`src/rtl/aes_req_arbiter.sv`:
```
// Round-robin arbiter sharing one aesmodule core between N requesters.
// Define AES_ARB_TIMEOUT_EN to add the core-ready watchdog and the rsp_err output.
module aes_req_arbiter #(
   parameter int unsigned N       = 2,
   parameter int unsigned IDW     = 1,
   parameter int unsigned TIMEOUT = 64
) (
   input  logic              clk,
   input  logic              reset,
   input  logic [N-1:0]      req_valid,
   output logic [N-1:0]      req_ready,
   input  logic [N*128-1:0]  req_data,
   input  logic [N-1:0]      req_decr,
   output logic              rsp_valid,
   input  logic              rsp_ready,
   output logic [127:0]      rsp_data,
   output logic [IDW-1:0]    rsp_id,
   output logic              rsp_decr,
`ifdef AES_ARB_TIMEOUT_EN
   output logic              rsp_err,
`endif
   output logic [127:0]      core_in,
   output logic              core_decr,
   output logic              core_reset,
   input  logic [127:0]      core_out,
   input  logic              core_ready,
   output logic              busy
);

   typedef enum logic [1:0] {StIdle, StLoad, StRun, StHold} state_e;

   state_e           state_q, state_d;
   logic [IDW-1:0]   rr_ptr_q, rr_ptr_d;
   logic [IDW-1:0]   id_q, id_d;
   logic [127:0]     core_in_q, core_in_d;
   logic             core_decr_q, core_decr_d;
   logic [127:0]     rsp_data_q, rsp_data_d;
   logic [IDW-1:0]   rsp_id_q, rsp_id_d;
   logic             rsp_decr_q, rsp_decr_d;
   logic             first_q, first_d;

   logic [2*N-1:0]   req_dbl;
   logic [N-1:0]     req_rot;
   logic             gnt_found;
   logic [IDW-1:0]   gnt_off, gnt;
   logic [IDW:0]     gnt_sum, rr_next;
   logic [127:0]     sel_data;
   logic             sel_decr;

`ifdef AES_ARB_TIMEOUT_EN
   localparam int unsigned CW = $clog2(TIMEOUT + 1);
   logic [CW-1:0]    cnt_q, cnt_d;
   logic             rsp_err_q, rsp_err_d;
   assign rsp_err = rsp_err_q;
`endif

   // Rotate requests so bit 0 is the rr_ptr requester, then take the lowest set bit.
   always_comb begin
      req_dbl   = {req_valid, req_valid};
      req_rot   = N'(req_dbl >> rr_ptr_q);
      gnt_found = 1'b0;
      gnt_off   = '0;
      for (int unsigned i = 0; i < N; i++) begin
         if (!gnt_found && req_rot[i]) begin
            gnt_found = 1'b1;
            gnt_off   = IDW'(i);
         end
      end
      gnt_sum = {1'b0, rr_ptr_q} + {1'b0, gnt_off};
      if (gnt_sum >= (IDW+1)'(N)) gnt_sum = gnt_sum - (IDW+1)'(N);
      gnt     = gnt_sum[IDW-1:0];
      rr_next = {1'b0, gnt} + (IDW+1)'(1);
      if (rr_next == (IDW+1)'(N)) rr_next = '0;
      sel_data = '0;
      sel_decr = 1'b0;
      for (int unsigned i = 0; i < N; i++) begin
         if (IDW'(i) == gnt) begin
            sel_data = req_data[128*i +: 128];
            sel_decr = req_decr[i];
         end
      end
   end

   always_comb begin
      state_d     = state_q;
      rr_ptr_d    = rr_ptr_q;
      id_d        = id_q;
      core_in_d   = core_in_q;
      core_decr_d = core_decr_q;
      rsp_data_d  = rsp_data_q;
      rsp_id_d    = rsp_id_q;
      rsp_decr_d  = rsp_decr_q;
      first_d     = first_q;
      req_ready   = '0;
`ifdef AES_ARB_TIMEOUT_EN
      cnt_d       = cnt_q;
      rsp_err_d   = rsp_err_q;
`endif
      unique case (state_q)
         StIdle: begin
            if (gnt_found) begin
               req_ready   = N'(1) << gnt;
               core_in_d   = sel_data;
               core_decr_d = sel_decr;
               id_d        = gnt;
               rr_ptr_d    = rr_next[IDW-1:0];
               state_d     = StLoad;
            end
         end
         StLoad: begin
            first_d = 1'b1;
`ifdef AES_ARB_TIMEOUT_EN
            cnt_d   = '0;
`endif
            state_d = StRun;
         end
         StRun: begin
            // A ready left over from the previous block may still be high in the first cycle.
            first_d = 1'b0;
`ifdef AES_ARB_TIMEOUT_EN
            cnt_d   = cnt_q + CW'(1);
`endif
            if (!first_q && core_ready) begin
               rsp_data_d = core_out;
               rsp_decr_d = core_decr_q;
               rsp_id_d   = id_q;
`ifdef AES_ARB_TIMEOUT_EN
               rsp_err_d  = 1'b0;
`endif
               state_d    = StHold;
            end
`ifdef AES_ARB_TIMEOUT_EN
            else if (cnt_q == CW'(TIMEOUT - 1)) begin
               rsp_data_d = '0;
               rsp_decr_d = core_decr_q;
               rsp_id_d   = id_q;
               rsp_err_d  = 1'b1;
               state_d    = StHold;
            end
`endif
         end
         StHold: begin
            if (rsp_ready) state_d = StIdle;
         end
         default: state_d = StIdle;
      endcase
   end

   always_ff @(posedge clk) begin
      if (reset) begin
         state_q     <= StIdle;
         rr_ptr_q    <= '0;
         id_q        <= '0;
         core_in_q   <= '0;
         core_decr_q <= 1'b0;
         rsp_data_q  <= '0;
         rsp_id_q    <= '0;
         rsp_decr_q  <= 1'b0;
         first_q     <= 1'b0;
`ifdef AES_ARB_TIMEOUT_EN
         cnt_q       <= '0;
         rsp_err_q   <= 1'b0;
`endif
      end else begin
         state_q     <= state_d;
         rr_ptr_q    <= rr_ptr_d;
         id_q        <= id_d;
         core_in_q   <= core_in_d;
         core_decr_q <= core_decr_d;
         rsp_data_q  <= rsp_data_d;
         rsp_id_q    <= rsp_id_d;
         rsp_decr_q  <= rsp_decr_d;
         first_q     <= first_d;
`ifdef AES_ARB_TIMEOUT_EN
         cnt_q       <= cnt_d;
         rsp_err_q   <= rsp_err_d;
`endif
      end
   end

   assign core_in    = core_in_q;
   assign core_decr  = core_decr_q;
   assign core_reset = reset | (state_q == StLoad);
   assign rsp_valid  = (state_q == StHold);
   assign rsp_data   = rsp_data_q;
   assign rsp_id     = rsp_id_q;
   assign rsp_decr   = rsp_decr_q;
   assign busy       = (state_q != StIdle);

endmodule
```
`config.mk`:
```
export PLATFORM = sky130hd
export DESIGN_NAME = aes_req_arbiter
export DESIGN_NICKNAME = d
export VERILOG_FILES = /design/src/rtl/aes_req_arbiter.sv
export SDC_FILE = /design/constraint.sdc
export NUM_CORES = 1
export LEC_CHECK = 0
export ABC_AREA = 1
export CAP_MARGIN = 0
export CELL_PAD_IN_SITES_DETAIL_PLACEMENT = 1
export CELL_PAD_IN_SITES_GLOBAL_PLACEMENT = 2
export CORE_AREA = 2 2 255 257
export DETAILED_ROUTE_END_ITERATION = 8
export DIE_AREA = 0 0 257 259
export GPL_TIMING_DRIVEN = 0
export PLACE_DENSITY = 0.82
export SLEW_MARGIN = 20
export SYNTH_ARGS = -nofsm -noshare
export SYNTH_HDL_FRONTEND = slang
export SYNTH_SLANG_ARGS = --single-unit
```
`constraint.sdc`:
```
create_clock -name clk -period 2.6 [get_ports clk]
set_input_delay 0.52 -clock clk [delete_from_list [all_inputs] [get_ports clk]]
set_output_delay 0.52 -clock clk [all_outputs]
set_load 0.05 [all_outputs]
```
==> impl_metrics.csv, run 1 <==
group,metric,value,unit
final_layout,seq_area,5290,um2
power,power_frac_comb,47.1,%
final_layout,final_area,20000,um2
final_layout,area_delta_synth_final,78.3,%
critical_path,arrival,1.95,ns
routing,wl_met1,23200,um
clocking,clkTransAtPathRegs,0.06,ns
grt,grt_pass1_wl,89600,um
floorplanning,die-area,66600,um2
floorplanning,rows,93,
sta,setup_viol,0,
synth,syn_avg_cell_area,7.01,um2
floorplanning,die_width,257,um
routing,avgRoutedWirePerCell,19.4,um
grt,grt_max_degree,20,
power,p_switching,8700,uW
floorplanning,coreArea,63900,um2
final_layout,mostFrequentLayoutCells,"651 x clkdlybuf4s50_1, 388 x nand3_1, 272 x nand2_1",
clocking,cts-htree-levels,2,
power,switching_share,44.1,%
power,seqPwrFrac,27.4,%
grt,grt-ovfl-total,0,
grt,grt_pass1_vias,14500,
clocking,numCtsBuffers,34,
sta,max_freq,405,MHz
critical_path,path_max_fanout,3,
floorplanning,dieHeight,259,um
critical_path,critPathRequiredTime,2.08,ns
power,ir_worst_vdd,0.419,mV
final_layout,multiInputGateArea,4410,um2
sta,layout_setup_ws,0.133,ns
critical_path,crit_type,"flip-flop to primary output",
synth,syn-cell-area,11200,um2
outcome,status,"finished, final reports clean",
sta,worst_pin_slew,1.14,ns
final_layout,drive_gt1_share,4.45,%
synth,syn_inst,1603,
clocking,root_buffer,"clkbuf_16",
placement,post-dp-hpwl,48800,um
power,power_density,983,nW/um2
final_layout,finalNetCount,2688,
sta,relSlewSlack,24.2,%
sta,drv_slew,0,
clocking,clock_latency,0.53,ns
sta,period_minus_slack,2.47,ns
routing,routed_via_density,4.28,
grt,antenna_found_initial,4,
sta,rsz0062_at_grt,"no",
grt,track_usage,17.6,%
sta,hold_viol_final,0,
routing,drc,0,
synth,synth.yosys.seq_area_share,47.0,%
run,drv_cap,0,
routing,drt_iter0_drc,593,
placement,preCtsSetupSlack,-0.857,ns
clocking,cts_tree,"yes",
power,p_leak,0.00842,uW
sta,fin_worst_skew,0.0143,ns
final_layout,fillCellCount,7730,
power,intPower,11000,uW
floorplanning,io_pins,656,
routing,first_pass_iters,5,
hold_path,holdPathStages,2,
final_layout,final_common_cell,"clkdlybuf4s50_1",
routing,wl_met2,31300,um
routing,highest_layer,"met4",
routing,met3_length,4780,um
critical_path,crit_path_end_kind,"primary output",
clocking,clkSinkCount,264,
synth,synth_fp_nets,2000,
clocking,clock_path_buffers,3,
placement,gp_congestion,0.900,
critical_path,ff2ff_path_depth,6,
hold_path,hold_class,"flip-flop to flip-flop",
synth,synth_warnings,0,
routing,vias,13600,
sta,fin_crit_sh,94.9,%
floorplanning,start_util,17.6,%
critical_path,start_kind,"flip-flop",
routing,totalWireLength,61400,um
routing,ant_nets,0,
placement,dpl_cell_area,18900,um2
synth,ys_ff_latch,264,
synth,ys_types,17,
power,clockPowerShare,25.5,%
placement,io_buffers,655,
-- layer usage --
layer,vias up,GRT usage (%)
met4,0,6.31
met5,-,0
met2,513,32.7
met1,6450,18.6
met3,94,5.78
li1,6504,-
-- critical path, cell delays in order, from the launching register on --
cell and delay (ns):
dfxtp_1 0.38, ha_1 0.19, clkdlybuf4s50_1 0.85
-- final timing paths --
kind                                           startpoint                         to  slack (ns)
worst max register to register    state_q[0]$_SDFFE_PP0P_   rsp_data[0]$_SDFFE_PP0P_        0.20
worst min register to register  rsp_data[86]$_SDFFE_PP0P_  rsp_data[86]$_SDFFE_PP0P_        0.44
worst min-delay path            rsp_data[86]$_SDFFE_PP0P_  rsp_data[86]$_SDFFE_PP0P_        0.44
worst max-delay path              state_q[0]$_SDFFE_PP0P_                  rsp_valid        0.13
-- through the flow --
stage	instances	TNS (ns)	total power, uW	util, %	hold slack, ns
global placement	3113	-36.47	14700	29.5	0.432
finish	3171	0	19700	31.4	0.443
floorplan	1603	0	11000	-	0.430
global route	3169	0	20800	31.4	0.460
detailed placement	3113	-35.42	14800	29.5	0.436
CTS	3168	0	20000	31.3	0.445
-- Yosys cell counts (all sizes together) --
master  instances  share of area (%)
a21oi         133                5.9
buf            54                2.3
clkbuf         72                2.4
clkinv          1              0.033
dfxtp         264                 47
ha              5               0.56
inv           272                9.1
nand2         274                9.2
nand3         389                 17
nand4           2               0.11
nor2            5               0.17
o21ai         131                5.8
or2             1              0.056
-- sequential cells by signal, summed over array words and instances (netlist names) --
register and cells:
id_q 1, rr_ptr_q 1, state_q 2, first_q 1, rsp_id 1, rsp_decr 1
rsp_data 128, core_decr 1, core_in 128
-- cells by family after synthesis --
| kind of cell | count (synthesis) | share of synthesized area [%] |
|---|---|---|
| adders and majority gates | 5 | 0.557 |
| and+or+nand+nor | 671 | 26.9 |
| buffers and inverters | 399 | 13.8 |
| AOI/OAI and AO/OA | 264 | 11.8 |
| DFF | 264 | 47.0 |
-- what timing repair did --
item | CTS | global route
hold buffers | 0 | 0
endpoints found under the setup margin | 4 | 2
setup buffers | 0 | 0
gates resized for setup | 17 | 5
-- layout make-up --
cell class / count / share of cell area [%]
Multi-Input combinational cell: 940 / 22.0
Timing Repair Buffer: 655 / 32.7
Inverter: 273 / 5.16
Buffer: 123 / 2.59
Clock inverter: 12 / 0.955
Clock buffer: 46 / 4.88
Sequential cell: 264 / 26.4
Tap cell: 855 / 5.34
Antenna cell: 3 / 0.0375
-- power by group through the flow --
stage	registers (uW)	clock network, uW	logic, uW
6_report	5400	5030	9290
2_1_floorplan	8140	0	2870
3_3_place_gp	5440	0	9240
3_5_place_dp	5480	0	9360
5_1_grt	5490	5360	9930
4_1_cts	5410	5190	9380
Power figures use the tool's default switching activity.
==> inputs of run 2 (changes only) <==
==> constraint.sdc (replaced) <==
create_clock -name clk -period 3.04 [get_ports clk]
set_input_delay 0.608 -clock clk [delete_from_list [all_inputs] [get_ports clk]]
set_output_delay 0.608 -clock clk [all_outputs]
set_load 0.05 [all_outputs]
==> impl_metrics.csv, run 2 (same netlist as run 1, synthesis figures left out) <==
group,metric,value,unit
outcome,status,"finished, final reports clean",
clocking,cts-htree-levels,2,
critical_path,crit_path_end_kind,"primary output",
hold_path,holdPathStages,2,
floorplanning,dieHeight,259,um
final_layout,drive_gt1_share,4.36,%
clocking,cts_hold_buf,0,
routing,wl_met1,23100,um
sta,worst_pin_slew,1.11,ns
placement,gp_congestion,0.900,
floorplanning,io_pins,656,
final_layout,mostFrequentLayoutCells,"653 x clkdlybuf4s50_1, 388 x nand3_1, 274 x nand2_1",
routing,routed_via_density,4.28,
final_layout,area_delta_synth_final,78.3,%
placement,post-dp-hpwl,48800,um
grt,antenna_found_initial,4,
grt,grt-ovfl-total,0,
critical_path,reg2reg_setup_slack,0.65,ns
final_layout,final_common_cell,"clkdlybuf4s50_1",
grt,grt_max_degree,15,
critical_path,arrival,2.25,ns
critical_path,endpoint,"req_ready[1]",
power,p_total,16900,uW
floorplanning,rows,93,
critical_path,r2r-start,"state_q[0]$_SDFFE_PP0P_",
run,drv_cap,0,
routing,vias,13600,
grt,grt_pass1_vias,14500,
clocking,clkTransAtPathRegs,0.06,ns
clocking,root_buffer,"clkbuf_16",
sta,tns,0,ns
sta,drv_slew,0,
routing,first_pass_iters,7,
routing,drc,0,
power,p_leak,0.00842,uW
power,switching_share,44.1,%
sta,relSlewSlack,26.0,%
sta,rsz0062_at_grt,"no",
routing,totalWireLength,61400,um
grt,grt_pass1_wl,89600,um
routing,wl_met2,31300,um
clocking,clock_path_buffers,3,
sta,hold_slack,0.443,ns
clocking,numCtsBuffers,34,
routing,met3_length,4890,um
final_layout,finalNetCount,2689,
placement,io_buffers,655,
power,power_frac_comb,47.1,%
routing,highest_layer,"met4",
floorplanning,coreArea,63900,um2
routing,avgRoutedWirePerCell,19.4,um
power,p_switching,7430,uW
critical_path,critPathRequiredTime,2.43,ns
floorplanning,start_util,17.6,%
power,clockPowerShare,25.5,%
power,ir_worst_vdd,0.358,mV
sta,fin_worst_skew,0.0153,ns
clocking,clkSinkCount,264,
grt,track_usage,17.7,%
clocking,cts_resized,7,
sta,max_freq,350,MHz
sta,fin_crit_sh,93.9,%
critical_path,r2r_end,"rsp_data[0]$_SDFFE_PP0P_",
clocking,cts_tree,"yes",
critical_path,crit_type,"flip-flop to primary output",
routing,drt_iter0_drc,595,
clocking,post-cts-setup-buffers,0,
power,intPower,9420,uW
critical_path,start_kind,"flip-flop",
floorplanning,die-area,66600,um2
final_layout,final_util,31.4,%
sta,setup_viol,0,
floorplanning,die_width,257,um
power,power_density,841,nW/um2
routing,ant_nets,0,
critical_path,critical_path.startpoint,"state_q[0]$_SDFFE_PP0P_",
sta,period_minus_slack,2.86,ns
clocking,clock_latency,0.53,ns
power,seqPwrFrac,27.4,%
hold_path,hold_class,"flip-flop to flip-flop",
critical_path,path_max_fanout,10,
sta,hold_viol_final,0,
critical_path,ff2ff_path_depth,6,
[run 2: area by class of cell]
type,count,area [um2]
Timing Repair Buffer,655,6550
Antenna cell,3,7.51
Buffer,124,524
Inverter,273,1030
Clock buffer,46,977
Multi-Input combinational cell,940,4400
Clock inverter,12,191
Tap cell,855,1070
Fill cell,7726,43800
Sequential cell,264,5290
[run 2: power groups by stage]
stage / Clock [uW] / Combinational, uW / Sequential [uW]
finish: 4300 / 7930 / 4620
global placement: 0 / 7910 / 4660
floorplan: 0 / 2460 / 6960
detailed placement: 0 / 8000 / 4680
global route: 4580 / 8490 / 4700
CTS: 4430 / 8030 / 4620
[run 2: layer usage]
layer  up-vias  GRT usage [%]
met5         -              0
met4         0           6.35
met3        90           5.77
met2       521           32.6
met1      6465           18.6
li1       6509              -
[run 2: through the flow]
stage                     instances  instance area, um2  worst slack (ns)
final                          3172               20000             0.185
after global routing           3170               20000          0.000649
after CTS                      3170               20000           0.00715
after detailed placement       3113               18900            -0.593
after global placement         3113               18900            -0.586
after floorplan                1603               11200             0.963
[run 2: worst min-delay path by stage]
stage	startpoint	end	slack [ns]
6_report	rsp_data[61]$_SDFFE_PP0P_	rsp_data[61]$_SDFFE_PP0P_	0.44
5_1_grt	rsp_data[37]$_SDFFE_PP0P_	rsp_data[37]$_SDFFE_PP0P_	0.46
3_5_place_dp	rsp_data[95]$_SDFFE_PP0P_	rsp_data[95]$_SDFFE_PP0P_	0.44
2_1_floorplan	id_q$_SDFFE_PP0P_	id_q$_SDFFE_PP0P_	0.43
3_3_place_gp	rsp_data[73]$_SDFFE_PP0P_	rsp_data[73]$_SDFFE_PP0P_	0.43
4_1_cts	rsp_data[95]$_SDFFE_PP0P_	rsp_data[95]$_SDFFE_PP0P_	0.45
[run 2: critical path: stages (launching register included)]
cell and delay, ns:
dfxtp_1 0.34, inv_1 0.13, ha_1 0.24, nand2_1 0.16, inv_2 0.09, nand2_1 0.07
inv_2 0.12, buf_2 0.26, buf_2 0.31
==> inputs of run 3 (changes only) <==
--- a/config.mk
+++ b/config.mk
@@ -9,11 +9,13 @@
 export CAP_MARGIN = 0
 export CELL_PAD_IN_SITES_DETAIL_PLACEMENT = 1
 export CELL_PAD_IN_SITES_GLOBAL_PLACEMENT = 2
-export CORE_AREA = 2 2 255 257
+export CORE_AREA = 2 2 256 258
+export CTS_BUF_LIST = sky130_fd_sc_hd__clkbuf_2
 export DETAILED_ROUTE_END_ITERATION = 8
-export DIE_AREA = 0 0 257 259
+export DIE_AREA = 0 0 258 260
 export GPL_TIMING_DRIVEN = 0
-export PLACE_DENSITY = 0.82
+export PLACE_DENSITY = 0.81
+export SKIP_CTS_REPAIR_TIMING = 1
 export SLEW_MARGIN = 20
 export SYNTH_ARGS = -nofsm -noshare
 export SYNTH_HDL_FRONTEND = slang
==> impl_metrics.csv, run 3 (same netlist as run 1, synthesis figures left out) <==
group,metric,value,unit
floorplanning,start_util,17.5,%
hold_path,holdPathStages,3,
critical_path,critPathMaxStageDelay,0.85,ns
sta,fin_worst_skew,0.0946,ns
grt,grt_max_degree,14,
critical_path,critPathRequiredTime,2.43,ns
critical_path,critPathBufInv,1,
floorplanning,io_pins,656,
sta,period_minus_slack,2.87,ns
clocking,root_buffer,"clkbuf_2",
final_layout,finalNetCount,2741,
clocking,cts_tree,"yes",
hold_path,hold_start,"core_out[48]",
hold_path,hold_class,"input port to flip-flop",
grt,antenna_found_initial,6,
hold_path,hold_path_end,"rsp_data[48]$_SDFFE_PP0P_",
routing,first_pass_iters,4,
power,ir_worst_vdd,0.313,mV
placement,post-dp-hpwl,48400,um
grt,grt_pass1_wl,90200,um
sta,relSlewSlack,53.2,%
clocking,numCtsBuffers,79,
final_layout,drive_gt1_share,7.50,%
final_layout,final_cells,3257,
clocking,clkTransAtPathRegs,0.11,ns
routing,vias,13800,
critical_path,critPathTopFamily,"buffers and inverters",
power,p_leak,0.00869,uW
routing,ant_nets,0,
final_layout,multiInputGateArea,4430,um2
final_layout,mostFrequentLayoutCells,"636 x clkdlybuf4s50_1, 388 x nand3_1, 270 x nand2_1",
final_layout,seq_area,5290,um2
grt,grt-ovfl-total,0,
floorplanning,die-area,67100,um2
critical_path,crit_path_end_kind,"primary output",
routing,routed_via_density,4.24,
placement,gp_congestion,0.928,
outcome,status,"finished, final reports clean",
placement,io_buffers,655,
routing,drt_iter0_drc,522,
sta,max_freq,349,MHz
clocking,clock_path_buffers,3,
sta,fin_crit_sh,94.3,%
critical_path,ff2ff_path_depth,6,
routing,drc,0,
clocking,clkSinkCount,264,
floorplanning,rows,93,
critical_path,crit_type,"flip-flop to primary output",
sta,hold_viol_final,0,
critical_path,r2r_end,"rsp_data[9]$_SDFFE_PP0P_",
floorplanning,die_width,258,um
run,drv_cap,0,
floorplanning,coreArea,64100,um2
critical_path,slowest_stage,"clkdlybuf4s50_1",
grt,grt_pass1_vias,14700,
sta,tns,0,ns
final_layout,final_common_cell,"clkdlybuf4s50_1",
sta,worst_pin_slew,0.702,ns
placement,dp_cells,3113,
power,power_density,779,nW/um2
critical_path,r2r-start,"state_q[0]$_SDFFE_PP0P_",
sta,hold_slack,0.213,ns
floorplanning,dieHeight,260,um
critical_path,path_max_fanout,2,
sta,setup_viol,0,
routing,totalWireLength,62300,um
critical_path,start_kind,"flip-flop",
sta,drv_slew,0,
grt,track_usage,17.8,%
critical_path,arrival,2.26,ns
critical_path,reg2reg_setup_slack,0.66,ns
final_layout,area_delta_synth_final,75.2,%
clocking,cts-htree-levels,3,
clocking,clock_latency,1.02,ns
routing,avgRoutedWirePerCell,19.1,um
final_layout,fillCellCount,7913,
critical_path,path_cells,"clkdlybuf4s50_1",
[run 3: cell count changes in the layout (fill, tap and decap cells not counted), moves of 7 or more]
| cell | delta |
|---|---|
| buf_4 | +7 |
| clkbuf_2 | +105 |
| clkbuf_16 | -35 |
| dlymetal6s2s_1 | +17 |
| clkinv_1 | +22 |
| clkdlybuf4s50_1 | -17 |
[run 3: metal layers]
metal	GRT usage (%)	wire length (um)
met5	0	13
met4	7.10	2020
met3	6.38	5470
met2	32.5	31500
met1	18.5	23300
[run 3: how the worst max path moves through the flow]
| stage | cells past startpoint | startpoint | slack (ns) | to |
|---|---|---|---|---|
| after detailed placement | 7 | req_valid[1] | -0.60 | req_ready[0] |
| after global routing | 7 | state_q[0]$_SDFFE_PP0P_ | -0.007 | req_ready[0] |
| after CTS | 8 | state_q[0]$_SDFFE_PP0P_ | -1.44 | req_ready[0] |
| after floorplan | 7 | state_q[0]$_SDFFE_PP0P_ | 0.96 | req_ready[0] |
| after global placement | 7 | req_valid[1] | -0.70 | req_ready[0] |
| final | 1 | core_in[119]$_SDFFE_PP0P_ | 0.17 | core_in[119] |
[run 3: area by class of cell]
class / count / share of cell area [%]
well taps: 855 / 5.43
repair buffers: 662 / 33.8
flip-flops and latches: 264 / 26.9
multi-input cells: 940 / 22.5
plain buffers: 123 / 2.69
diodes: 3 / 0.0381
inverters: 273 / 5.25
clock inverters: 32 / 0.775
clock buffers: 104 / 2.64
repair inverters: 1 / 0.0254
[run 3: metrics by stage]
stage | instance area (um2) | power [uW] | worst slack [ns] | util [%]
3_5_place_dp | 18900 | 12700 | -0.603 | 29.4
4_1_cts | 19500 | 15600 | -1.44 | 30.5
6_report | 19700 | 15300 | 0.173 | 30.7
2_1_floorplan | 11200 | 9410 | 0.963 | -
5_1_grt | 19700 | 16400 | -0.00707 | 30.7
3_3_place_gp | 18900 | 12500 | -0.697 | 29.4
[run 3: power by group]
group	switching, uW	total [uW]	internal, uW
registers	420	4600	4180
logic	5400	8030	2620
clock network	1750	2710	961
total	7580	15300	7770
==> variant: new RTL, settings of run 1 <==
`N`: 2 -> 1.
--- a/src/rtl/aes_req_arbiter.sv
+++ b/src/rtl/aes_req_arbiter.sv
@@ -3,3 +3,3 @@
 module aes_req_arbiter #(
-   parameter int unsigned N       = 2,
+   parameter int unsigned N       = 1,
    parameter int unsigned IDW     = 1,
Interface: changed (resized req_data, req_decr, req_ready and req_valid); port bits go from 656 to 525. No check against the original RTL was run, so the function may have changed too.
==> variant against run 1 <==
- non-clock buffer count decreased by 170
- power down 5.4%
- sequential cell count is 3 lower
- core utilization is 5.1 points lower
- area after synthesis down 17%
- clock skew is 0.0087 ns lower
- routed wire length down 30%
- worst setup slack improved by 0.048 ns
- sequential power is 2% higher
- cell area down 16%
- via count fell by 27%
- global-route usage fell by 5.3 points
- first-iteration DRC count fell by 55%
- final cell count down 18%
- largest power group unchanged
==> variant: results <==
layout:
  drive_gt1_frac: 0.0687
  fill_cells: 7491
  finalNetCount: 1977
  final_cells: 2590
place:
  dpl-instance-area_mm2: 0.0157
  dp_hpwl_um: 34100
  dpl.cell_count: 2532
  io_buffers: 523
  place.gp.congestion: 0.889
power_and_ir_drop:
  seq_power_share: 0.294
  clockPowerShare: 0.249
  p_sw_uw: 8020
  cellLeakagePower_uw: 0.00612
drt:
  wirelength_um: 43000
  first_iter_violations: 265
  dr_total_vias: 9910
  dr.pass1.iters: 4
global_routing:
  grt_pass1_vias: 10700
  grt_usage: 0.123
  antenna_found_initial: 5
  grt_pass1_wl_um: 64100
status:
  status: "finished, final reports clean"
logic_synthesis:
  synth.net_count: 1421
  syn_area_mm2: 0.00938
  yosys-top-cells-area: "dfxtp_1 (56%), nor2_1 (10%), o21ai_0 (8.5%)"
  yosysSeqAreaShare: 0.557
  avgSynthCellArea_um2: 8.13
  ys_top_cells_by_count: "dfxtp_1 (261), nor2_1 (260), o21ai_0 (160)"
cts:
  cts_buffers: 31
  cts_max_level: 1
  postCtsResizedCells: 16
worst_setup_path:
  critPathArrivalTime_ns: 1.90
  path_max_fanout: 4
  cpPeakStageDelay_ns: 0.54
-- variant: metrics by stage --
step                hold WS [ns]  worst slack (ns)  utilization  setup TNS (ns)  power, uW
floorplan                  0.492             0.998            -               0      10900
global placement           0.431            -0.297        0.245          -0.297      14000
detailed placement         0.437            -0.319        0.245          -0.319      14200
CTS                        0.446            0.0585        0.262               0      19000
global route               0.462            0.0404        0.262               0      19700
finish                     0.444             0.181        0.262               0      18600
-- variant: cell type report --
class / count / area, um2 / share of cell area
buffer: 85 / 572 / 0.0341
multi-input combinational: 669 / 3060 / 0.183
tap: 855 / 1070 / 0.0638
clock inverter: 12 / 185 / 0.0110
antenna: 2 / 5.00 / 0.000299
timing repair buffer: 523 / 5230 / 0.312
inverter: 139 / 522 / 0.0311
clock buffer: 44 / 895 / 0.0534
sequential: 261 / 5230 / 0.312
-- variant: cell families (layout without fill, tap and decap cells) --
group	after synthesis	count (layout)	share of synthesized area
AOI/OAI and AO/OA	392	392	0.209
adders and majority gates	5	5	0.00667
and+or+nand+nor	271	271	0.110
buffers and inverters	224	803	0.116
DFF	261	261	0.557
other	1	3	0.000400
-- variant: final timing paths --
| check | start | endpoint | slack [ns] | depth (start not counted) |
|---|---|---|---|---|
| worst max register to register | state_q[0] | rsp_data[99] | 0.66 | 7 |
| worst min register to register | rsp_data[75] | rsp_data[75] | 0.44 | 2 |
| worst min-delay path | rsp_data[75] | rsp_data[75] | 0.44 | 2 |
| worst max-delay path | state_q[0] | busy | 0.18 | 4 |
-- variant: per-layer routing --
layer / global-route usage / share of wire / up-vias
met2: 0.226 / 0.50 / 388
met3: 0.0421 / 0.085 / 73
met4: 0.0470 / 0.039 / 0
met1: 0.130 / 0.38 / 4644
li1: - / - / 4805
met5: 0 / 0 / -
